===== src/rtl/closed_loop_current_controller_v3.sv =====
// Closed-loop current-source controller: counts ring-oscillator edges per window and steps a thermometer enable.
// Optional lock detector compiled in with `define CSC_LOCK_DETECT_EN.
module closed_loop_current_controller_v3 #(
    parameter int N_SRC      = 32,
    parameter int CNT_W      = 8,
    parameter int WIN_W      = 12,
    parameter int INIT_SRC   = 16,
    parameter int SETTLE_CYC = 4,
    parameter int LOCK_WIN   = 3,
    parameter int SRC_W      = $clog2(N_SRC + 1)
) (
    input  logic             CLK,
    input  logic             RST_N,
    input  logic             OSC_IN,
    input  logic             LOOP_BYPASS,
    input  logic [SRC_W-1:0] BYPASS_SRC,
    input  logic [SRC_W-1:0] STEP,
    input  logic [WIN_W-1:0] WINDOW_CYCLES,
    input  logic [CNT_W-1:0] LOWER_BOUND,
    input  logic [CNT_W-1:0] UPPER_BOUND,
    output logic [N_SRC-1:0] CURRENT_SOURCE_ENABLE,
    output logic [SRC_W-1:0] ACTIVE_SRC,
    output logic [CNT_W-1:0] OSC_COUNT,
    output logic             COUNT_VALID,
    output logic             LOCKED
);

    typedef enum logic [1:0] {
        IDLE   = 2'd0,
        MEAS   = 2'd1,
        EVAL   = 2'd2,
        SETTLE = 2'd3
    } state_t;

    localparam int SET_W = $clog2(SETTLE_CYC + 2);
    localparam logic [SRC_W:0]   N_SRC_X  = (SRC_W + 1)'(N_SRC);
    localparam logic [SRC_W-1:0] INIT_VAL = SRC_W'(INIT_SRC);
    localparam logic [CNT_W-1:0] CNT_MAX  = {CNT_W{1'b1}};

    function automatic logic [N_SRC-1:0] thermo(input logic [SRC_W-1:0] n);
        logic [N_SRC-1:0] t;
        for (int i = 0; i < N_SRC; i++) begin
            t[i] = (n > SRC_W'(i));
        end
        return t;
    endfunction

    logic             sync1_r, sync2_r, sync3_r;
    logic             edge_s;
    state_t           state_r;
    logic [CNT_W-1:0] edge_cnt_r;
    logic [WIN_W-1:0] timer_r;
    logic [SET_W-1:0] settle_cnt_r;
    logic [SRC_W-1:0] active_src_r;
    logic [N_SRC-1:0] enable_r;
    logic [CNT_W-1:0] osc_count_r;
    logic             count_valid_r;

    logic [SRC_W:0]   step_x_s, act_x_s, sum_x_s, next_src_s, bypass_src_s;
    logic             misconfig_s, below_s, above_s;

    // Oscillator synchroniser plus delay flop for rising-edge detection
    always_ff @(posedge CLK or negedge RST_N) begin
        if (!RST_N) begin
            sync1_r <= 1'b0;
            sync2_r <= 1'b0;
            sync3_r <= 1'b0;
        end else begin
            sync1_r <= OSC_IN;
            sync2_r <= sync1_r;
            sync3_r <= sync2_r;
        end
    end

    assign edge_s = sync2_r & ~sync3_r;

    // Correction arithmetic, one bit wider than the source count so nothing wraps
    always_comb begin
        step_x_s     = (STEP == {SRC_W{1'b0}}) ? (SRC_W + 1)'(1) : {1'b0, STEP};
        act_x_s      = {1'b0, active_src_r};
        sum_x_s      = act_x_s + step_x_s;
        misconfig_s  = (LOWER_BOUND > UPPER_BOUND);
        below_s      = !misconfig_s && (edge_cnt_r < LOWER_BOUND);
        above_s      = !misconfig_s && (edge_cnt_r > UPPER_BOUND);
        next_src_s   = act_x_s;
        if (below_s) begin
            next_src_s = (sum_x_s > N_SRC_X) ? N_SRC_X : sum_x_s;
        end else if (above_s) begin
            next_src_s = (act_x_s > step_x_s) ? (act_x_s - step_x_s) : {(SRC_W + 1){1'b0}};
        end else begin
            next_src_s = act_x_s;
        end
        if ({1'b0, BYPASS_SRC} > N_SRC_X) begin
            bypass_src_s = N_SRC_X;
        end else begin
            bypass_src_s = {1'b0, BYPASS_SRC};
        end
    end

    // Measurement / correction FSM; bypass overrides every state
    always_ff @(posedge CLK or negedge RST_N) begin
        if (!RST_N) begin
            state_r       <= IDLE;
            edge_cnt_r    <= {CNT_W{1'b0}};
            timer_r       <= {WIN_W{1'b0}};
            settle_cnt_r  <= {SET_W{1'b0}};
            active_src_r  <= INIT_VAL;
            osc_count_r   <= {CNT_W{1'b0}};
            count_valid_r <= 1'b0;
        end else if (LOOP_BYPASS) begin
            state_r       <= IDLE;
            edge_cnt_r    <= {CNT_W{1'b0}};
            active_src_r  <= bypass_src_s[SRC_W-1:0];
            count_valid_r <= 1'b0;
        end else begin
            count_valid_r <= 1'b0;
            case (state_r)
                IDLE: begin
                    edge_cnt_r <= {CNT_W{1'b0}};
                    timer_r    <= (WINDOW_CYCLES == {WIN_W{1'b0}}) ? WIN_W'(1) : WINDOW_CYCLES;
                    state_r    <= MEAS;
                end
                MEAS: begin
                    if (edge_s && (edge_cnt_r != CNT_MAX)) begin
                        edge_cnt_r <= edge_cnt_r + CNT_W'(1);
                    end
                    timer_r <= timer_r - WIN_W'(1);
                    if (timer_r <= WIN_W'(1)) begin
                        state_r <= EVAL;
                    end
                end
                EVAL: begin
                    osc_count_r   <= edge_cnt_r;
                    count_valid_r <= 1'b1;
                    active_src_r  <= next_src_s[SRC_W-1:0];
                    if (next_src_s != act_x_s) begin
                        settle_cnt_r <= SET_W'(SETTLE_CYC);
                        state_r      <= SETTLE;
                    end else begin
                        state_r <= IDLE;
                    end
                end
                SETTLE: begin
                    edge_cnt_r <= {CNT_W{1'b0}};
                    if (settle_cnt_r <= SET_W'(1)) begin
                        state_r <= IDLE;
                    end else begin
                        settle_cnt_r <= settle_cnt_r - SET_W'(1);
                    end
                end
                default: begin
                    state_r <= IDLE;
                end
            endcase
        end
    end

    // Thermometer enable trails active_src by one cycle
    always_ff @(posedge CLK or negedge RST_N) begin
        if (!RST_N) begin
            enable_r <= thermo(INIT_VAL);
        end else begin
            enable_r <= thermo(active_src_r);
        end
    end

`ifdef CSC_LOCK_DETECT_EN
    localparam int LW = $clog2(LOCK_WIN + 1);
    logic [LW-1:0] lock_cnt_r;
    logic [LW-1:0] lock_inc_s;
    logic          locked_r;
    logic          in_band_s;

    assign in_band_s  = !misconfig_s && !below_s && !above_s;
    assign lock_inc_s = (lock_cnt_r == LW'(LOCK_WIN)) ? lock_cnt_r : (lock_cnt_r + LW'(1));

    // Consecutive in-band window counter; misconfigured bounds count as out of band
    always_ff @(posedge CLK or negedge RST_N) begin
        if (!RST_N) begin
            lock_cnt_r <= {LW{1'b0}};
            locked_r   <= 1'b0;
        end else if (LOOP_BYPASS) begin
            lock_cnt_r <= {LW{1'b0}};
            locked_r   <= 1'b0;
        end else if (state_r == EVAL) begin
            if (in_band_s) begin
                lock_cnt_r <= lock_inc_s;
                locked_r   <= (lock_inc_s == LW'(LOCK_WIN));
            end else begin
                lock_cnt_r <= {LW{1'b0}};
                locked_r   <= 1'b0;
            end
        end else begin
            lock_cnt_r <= lock_cnt_r;
            locked_r   <= locked_r;
        end
    end

    assign LOCKED = locked_r;
`else
    assign LOCKED = 1'b0;
`endif

    assign CURRENT_SOURCE_ENABLE = enable_r;
    assign ACTIVE_SRC            = active_src_r;
    assign OSC_COUNT             = osc_count_r;
    assign COUNT_VALID           = count_valid_r;

endmodule

===== config.mk =====
export PLATFORM = sky130hd
export DESIGN_NAME = closed_loop_current_controller_v3
export DESIGN_NICKNAME = d
export VERILOG_FILES = /design/src/rtl/closed_loop_current_controller_v3.sv
export SDC_FILE = /design/constraint.sdc
export NUM_CORES = 1
export LEC_CHECK = 0
export CORE_MARGIN = 4
export CORE_UTILIZATION = 30
export DETAILED_ROUTE_END_ITERATION = 16
export GPL_TIMING_DRIVEN = 0
export SLEW_MARGIN = 10
export SYNTH_ARGS = -nofsm -noshare
export SYNTH_HDL_FRONTEND = slang
export SYNTH_SLANG_ARGS = --single-unit

===== constraint.sdc =====
create_clock -name CLK -period 7.2 [get_ports CLK]
set_input_delay 1.44 -clock CLK [delete_from_list [all_inputs] [get_ports CLK]]
set_output_delay 1.44 -clock CLK [all_outputs]
set_load 0.01 [all_outputs]

==> results.md, run 1 <==
- The flow ran to the end, and the final reports show no timing, DRC or antenna violations.
- The routed via count is between 4000 and 5000.
- The mapped cell area is 5050 um2.
- The terminating pin of the worst hold path is sync2_r.
- The clock arrives with 8.27 ps of skew.
- The number of global-route vias before repair is 4754.
- For the worst setup path, the data arrival time is 4980 ps.
- The combinational family with the most area after synthesis is compound AO/OA/AOI/OAI gates.
- The HPWL after detailed placement is 10.9 mm.
- The cell sitting at the root of the clock tree is a sky130_fd_sc_hd__clkbuf_16.
- The element type at the critical path start is an input port.
- The filler cell count in the final layout is roughly 1700.
- The DRC marker count from the first detailed-route iteration is 266.
- The worst register-to-register path begins at ACTIVE_SRC[0].
- The analysis attributes to cell leakage a power of 0.00278 uW.
- After clock tree synthesis, the setup repair step added 0 buffers.
- The kind of end point of the critical path is a flip-flop.
- From bottom edge to top edge, the die measures 138 um.
- Setup total negative slack on the finished layout was measured at 0 ps.
- The count of nets left with antenna violations once routing finished came out at 0.
- The flip-flop cell with the highest count after synthesis is sky130_fd_sc_hd__dfrtp_1.
- The placeable core region is approximately 17000 um2.
- The proportion of synthesized flip-flops having asynchronous set or reset is 1.00.
- The biggest area contributor in the post-synthesis netlist is sky130_fd_sc_hd__dfrtp_1.
- The H-tree depth reported by CTS is 3.
- The DRC violation count after routing is 0.
- Along the worst path, the maximum fanout reaches 4.
- For this run, the post-layout net count is 752.
- Counting flops with a built-in enable in the synthesized netlist gives 0.
- The number of clock buffers added by TritonCTS is 9.
- The number of cells on the worst reg-to-reg path is 14.
- Setup repair after global routing left no endpoint under its margin.
- The placer's final routability congestion estimate is about 0.89.
- The clock tree from TritonCTS is yes.
- The multiplexer share of the synthesized area is 0.0277.
- The clock passes through at most 2 buffers.
- The multi-input combinational cells in the finished layout cover a total of around 2800 um2.
- Of the cells placed in the final design, the portion with a size suffix greater than 1 is 0.108.
- The worst-case register-to-register setup slack is 3620 ps.
- The first global-routing pass estimated about 23 mm of wire.
- Yosys printed 0 warnings.
- Before antenna repair, the detailed router went through 5 iterations.
- Max-cap violations in this run came to 0.
- At the placement stage, the worst setup path has a slack of around 2200 ps.
- The number of antenna violations at the first check in global routing was 0.
- The site row count is 47.
- Of the total synthesized cell area, the portion taken by full adders, half adders and majority gates is 0.119.
- After detailed routing, the number of vias per cell comes to between 5 and 6.
- For this run the aggregate overflow at the end of global routing stands at 0.
- The die area is 19000 um2.
- The synthesized area per cell is 9.02 um2.
- The final count of negative-setup-slack endpoints is 0.
- The type of the tightest min-delay check is reg -> reg.
- The critical setup path kind is in -> reg.
- In the final routed layout, each cell accounts on average for 15.9 um.
- The final-report hold violation count was 0.
- The number of distinct library cells after synthesis is 72.
- Across all setup checks in the final design, the least slack found is 2470 ps.
- Yosys attributes the largest share of cell area to sky130_fd_sc_hd__dfrtp_1 29%, sky130_fd_sc_hd__ha_1 11%, sky130_fd_sc_hd__dfstp_2 8.8%.
- The hold-critical path depth is 0.
- The headroom to the max-slew limit is 0.634.
- Synthesis produced between 500 and 600 cells.
- The total of hold buffers inserted after clock tree synthesis is 0.
- In this run, post-CTS repair resized a total of 0 instances.
- For this configuration, the core starts out at a cell density of 0.306.
- The worst-case IR drop observed on VDD is 0.000140 V.
- The beginning of the worst hold path is sync1_r.
- The number of max-slew violations in the final report is 0.
- The number of nets in the synthesized netlist is 651.
- Derived from the worst setup path, the maximum achievable clock frequency is ~0.21 GHz.
- The overall fraction of global-route tracks in use is 0.151.
- Clock latency on the worst-skew pair, taken at its later pin, is 350 ps.
- The total detailed-routing wirelength is approximately 14 mm.
- For this design the top-level I/O count stands at 92.
- The diode insertion count for antenna repair is 0.
- The worst register-to-register path ends at settle_cnt_r[0].
- The fraction of the yosys area taken by sequential cells is 0.376.
- After layout, the minimum clock period comes to 4730 ps.
- The synthesis-to-layout area growth is 30.1%.
- The synthesis-stage register bit count is 75.
- The final cycle utilization of the critical path is 0.657.
- At the worst endpoint, the required time is approximately 7500 ps.
- The complex-gate fraction of the synthesized area is 0.237.
- The worst-margin pin slew is around 550 ps.
- The number of clock sinks is 75.
- Of the total synthesized cell area, the portion taken by XOR and XNOR cells is 0.00867.
- After clock tree synthesis, the clock-pin slew on the worst setup and hold paths is 60 ps.
- From left edge to right edge, the die measures 138 um.
- The post-synthesis share of cell area spent on and, or, nand and nor gates is 0.167.
- The number of buffers inserted by port buffering is 89.
- The share of synthesized area in the top cell type comes to 0.287.
- The area taken by flip-flops and latches is roughly 1900 um2.
- The power per standard cell area is 288 nW/um2.
- Entering global routing, the biggest net connects 50 pins.
==> state kept, by name, indices dropped and copies added (netlist names), 2 cells and up <==
signal and count:
CURRENT_SOURCE_ENABLE 32, OSC_COUNT 8, state_r 2, edge_cnt_r 8, settle_cnt_r 3, ACTIVE_SRC 6
timer_r 12
==> layer usage <==
| metal | track usage | vias up | wire (um) |
|---|---|---|---|
| met4 | 0.0560 | 0 | 323 |
| met5 | 0 | - | 0 |
| met1 | 0.178 | 2208 | 5870 |
| li1 | - | 2232 | - |
| met2 | 0.270 | 155 | 7110 |
| met3 | 0.0314 | 32 | 758 |
==> worst max-delay path: stages <==
cell	delay, ps
sky130_fd_sc_hd__clkdlybuf4s50_1	590
sky130_fd_sc_hd__nor3_1	90
sky130_fd_sc_hd__a31o_2	290
sky130_fd_sc_hd__ha_1	240
sky130_fd_sc_hd__fa_1	420
sky130_fd_sc_hd__nand2b_1	100
sky130_fd_sc_hd__a22o_1	180
sky130_fd_sc_hd__o2111ai_1	280
sky130_fd_sc_hd__a211o_1	370
sky130_fd_sc_hd__o311ai_2	100
sky130_fd_sc_hd__a22oi_2	130
sky130_fd_sc_hd__o221ai_2	280
sky130_fd_sc_hd__o21ai_1	190
sky130_fd_sc_hd__a221oi_2	290
==> cell usage after synthesis (all sizes together), types with 2 or more instances <==
master,number
a22o,2
o211ai,3
nor2b,4
dfrtp,58
nand2b,9
fa,2
nor3,10
inv,50
ha,45
xnor2,4
nor2,39
a221oi,2
o2111ai,5
and3,7
nand2,57
nand3,20
or4,2
o22a,4
mux2i,5
clkbuf,21
mux2,8
o31ai,6
or3,3
buf,7
dfstp,17
o21ai,52
a2bb2oi,2
nand4,6
a21oi,33
a211o,2
a32oi,7
or2,2
a21o,3
nor4,9
o221ai,3
a22oi,5
a31oi,4
a211oi,7
nand3b,2
o22ai,18
==> through the flow <==
stage               hold WS (ps)   util  total power (uW)  area [um2]  std cells
CTS                          349  0.398              1910        6570        886
finish                       347  0.398              1890        6570        886
global route                 350  0.398              2020        6570        886
floorplan                    331      -              1100        5050        560
global placement             337  0.376              1370        6220        869
detailed placement           336  0.378              1400        6240        870
==> cell type report <==
type | instances | area share
Buffer | 28 | 0.0202
Inverter | 50 | 0.0286
Timing Repair Buffer | 90 | 0.139
Clock buffer | 11 | 0.0385
Sequential cell | 75 | 0.289
Tap cell | 220 | 0.0419
Multi-Input combinational cell | 407 | 0.431
Clock inverter | 5 | 0.0114
==> logic make-up (layout without fill, tap and decap cells) <==
family | after synthesis | after routing
flip-flops | 75 | 75
multiplexers | 13 | 13
adder cells (fa/ha/maj) | 47 | 47
other | 1 | 1
AND/OR/NAND/NOR | 172 | 172
buffers and inverters | 78 | 184
XOR/XNOR | 5 | 5
AO/OA/AOI/OAI | 169 | 169
==> worst max-delay path by stage <==
stage	startpoint	endpoint	slack [ps]
finish	STEP[1]	state_r[0]	2470
CTS	STEP[1]	state_r[0]	2510
global route	STEP[1]	state_r[0]	2300
global placement	RST_N	timer_r[6]	2130
detailed placement	STEP[1]	settle_cnt_r[0]	2160
floorplan	STEP[1]	settle_cnt_r[0]	3180
==> cells in the final DEF, fill, tap and decap left out, types with 5 or more instances in the layout <==
cell type / count
sky130_fd_sc_hd__dfrtp_1: 58
sky130_fd_sc_hd__mux2_2: 8
sky130_fd_sc_hd__nand4_1: 6
sky130_fd_sc_hd__nor3_1: 9
sky130_fd_sc_hd__mux2i_1: 5
sky130_fd_sc_hd__clkdlybuf4s50_1: 88
sky130_fd_sc_hd__nor2_1: 39
sky130_fd_sc_hd__clkbuf_16: 9
sky130_fd_sc_hd__nand3_1: 20
sky130_fd_sc_hd__nor4_1: 9
sky130_fd_sc_hd__nand2_1: 56
sky130_fd_sc_hd__nand2b_1: 8
sky130_fd_sc_hd__a211oi_1: 6
sky130_fd_sc_hd__a32oi_1: 7
sky130_fd_sc_hd__clkbuf_1: 21
sky130_fd_sc_hd__ha_1: 45
sky130_fd_sc_hd__o21ai_0: 49
sky130_fd_sc_hd__and3_1: 7
sky130_fd_sc_hd__inv_1: 50
sky130_fd_sc_hd__o22ai_1: 18
sky130_fd_sc_hd__dfstp_2: 17
sky130_fd_sc_hd__a21oi_1: 30
==> where the power goes <==
part	switching [uW]	leakage, uW	internal, uW	total (uW)
sequential	83.7	0.000909	541	624
clock	176	0.000165	320	496
combinational	435	0.00170	336	771
Note: power is estimated with default switching activity, not from simulation.
==> inputs of run 2 (changes only) <==
clock period = 4.62 ns   (was 7.2 ns; I/O delays follow)
==> results of run 2 <==
The final DEF is identical to that of run 1. Status: completed.
Main changes from that run: setup slack after placement 2160 ps -> 101 ps; setup slack after layout 2470 ps -> 408 ps; register-to-register setup slack 3620 ps -> 1040 ps; total power 1890 uW -> 2950 uW; worst IR drop on VDD 0.000140 V -> 0.000218 V
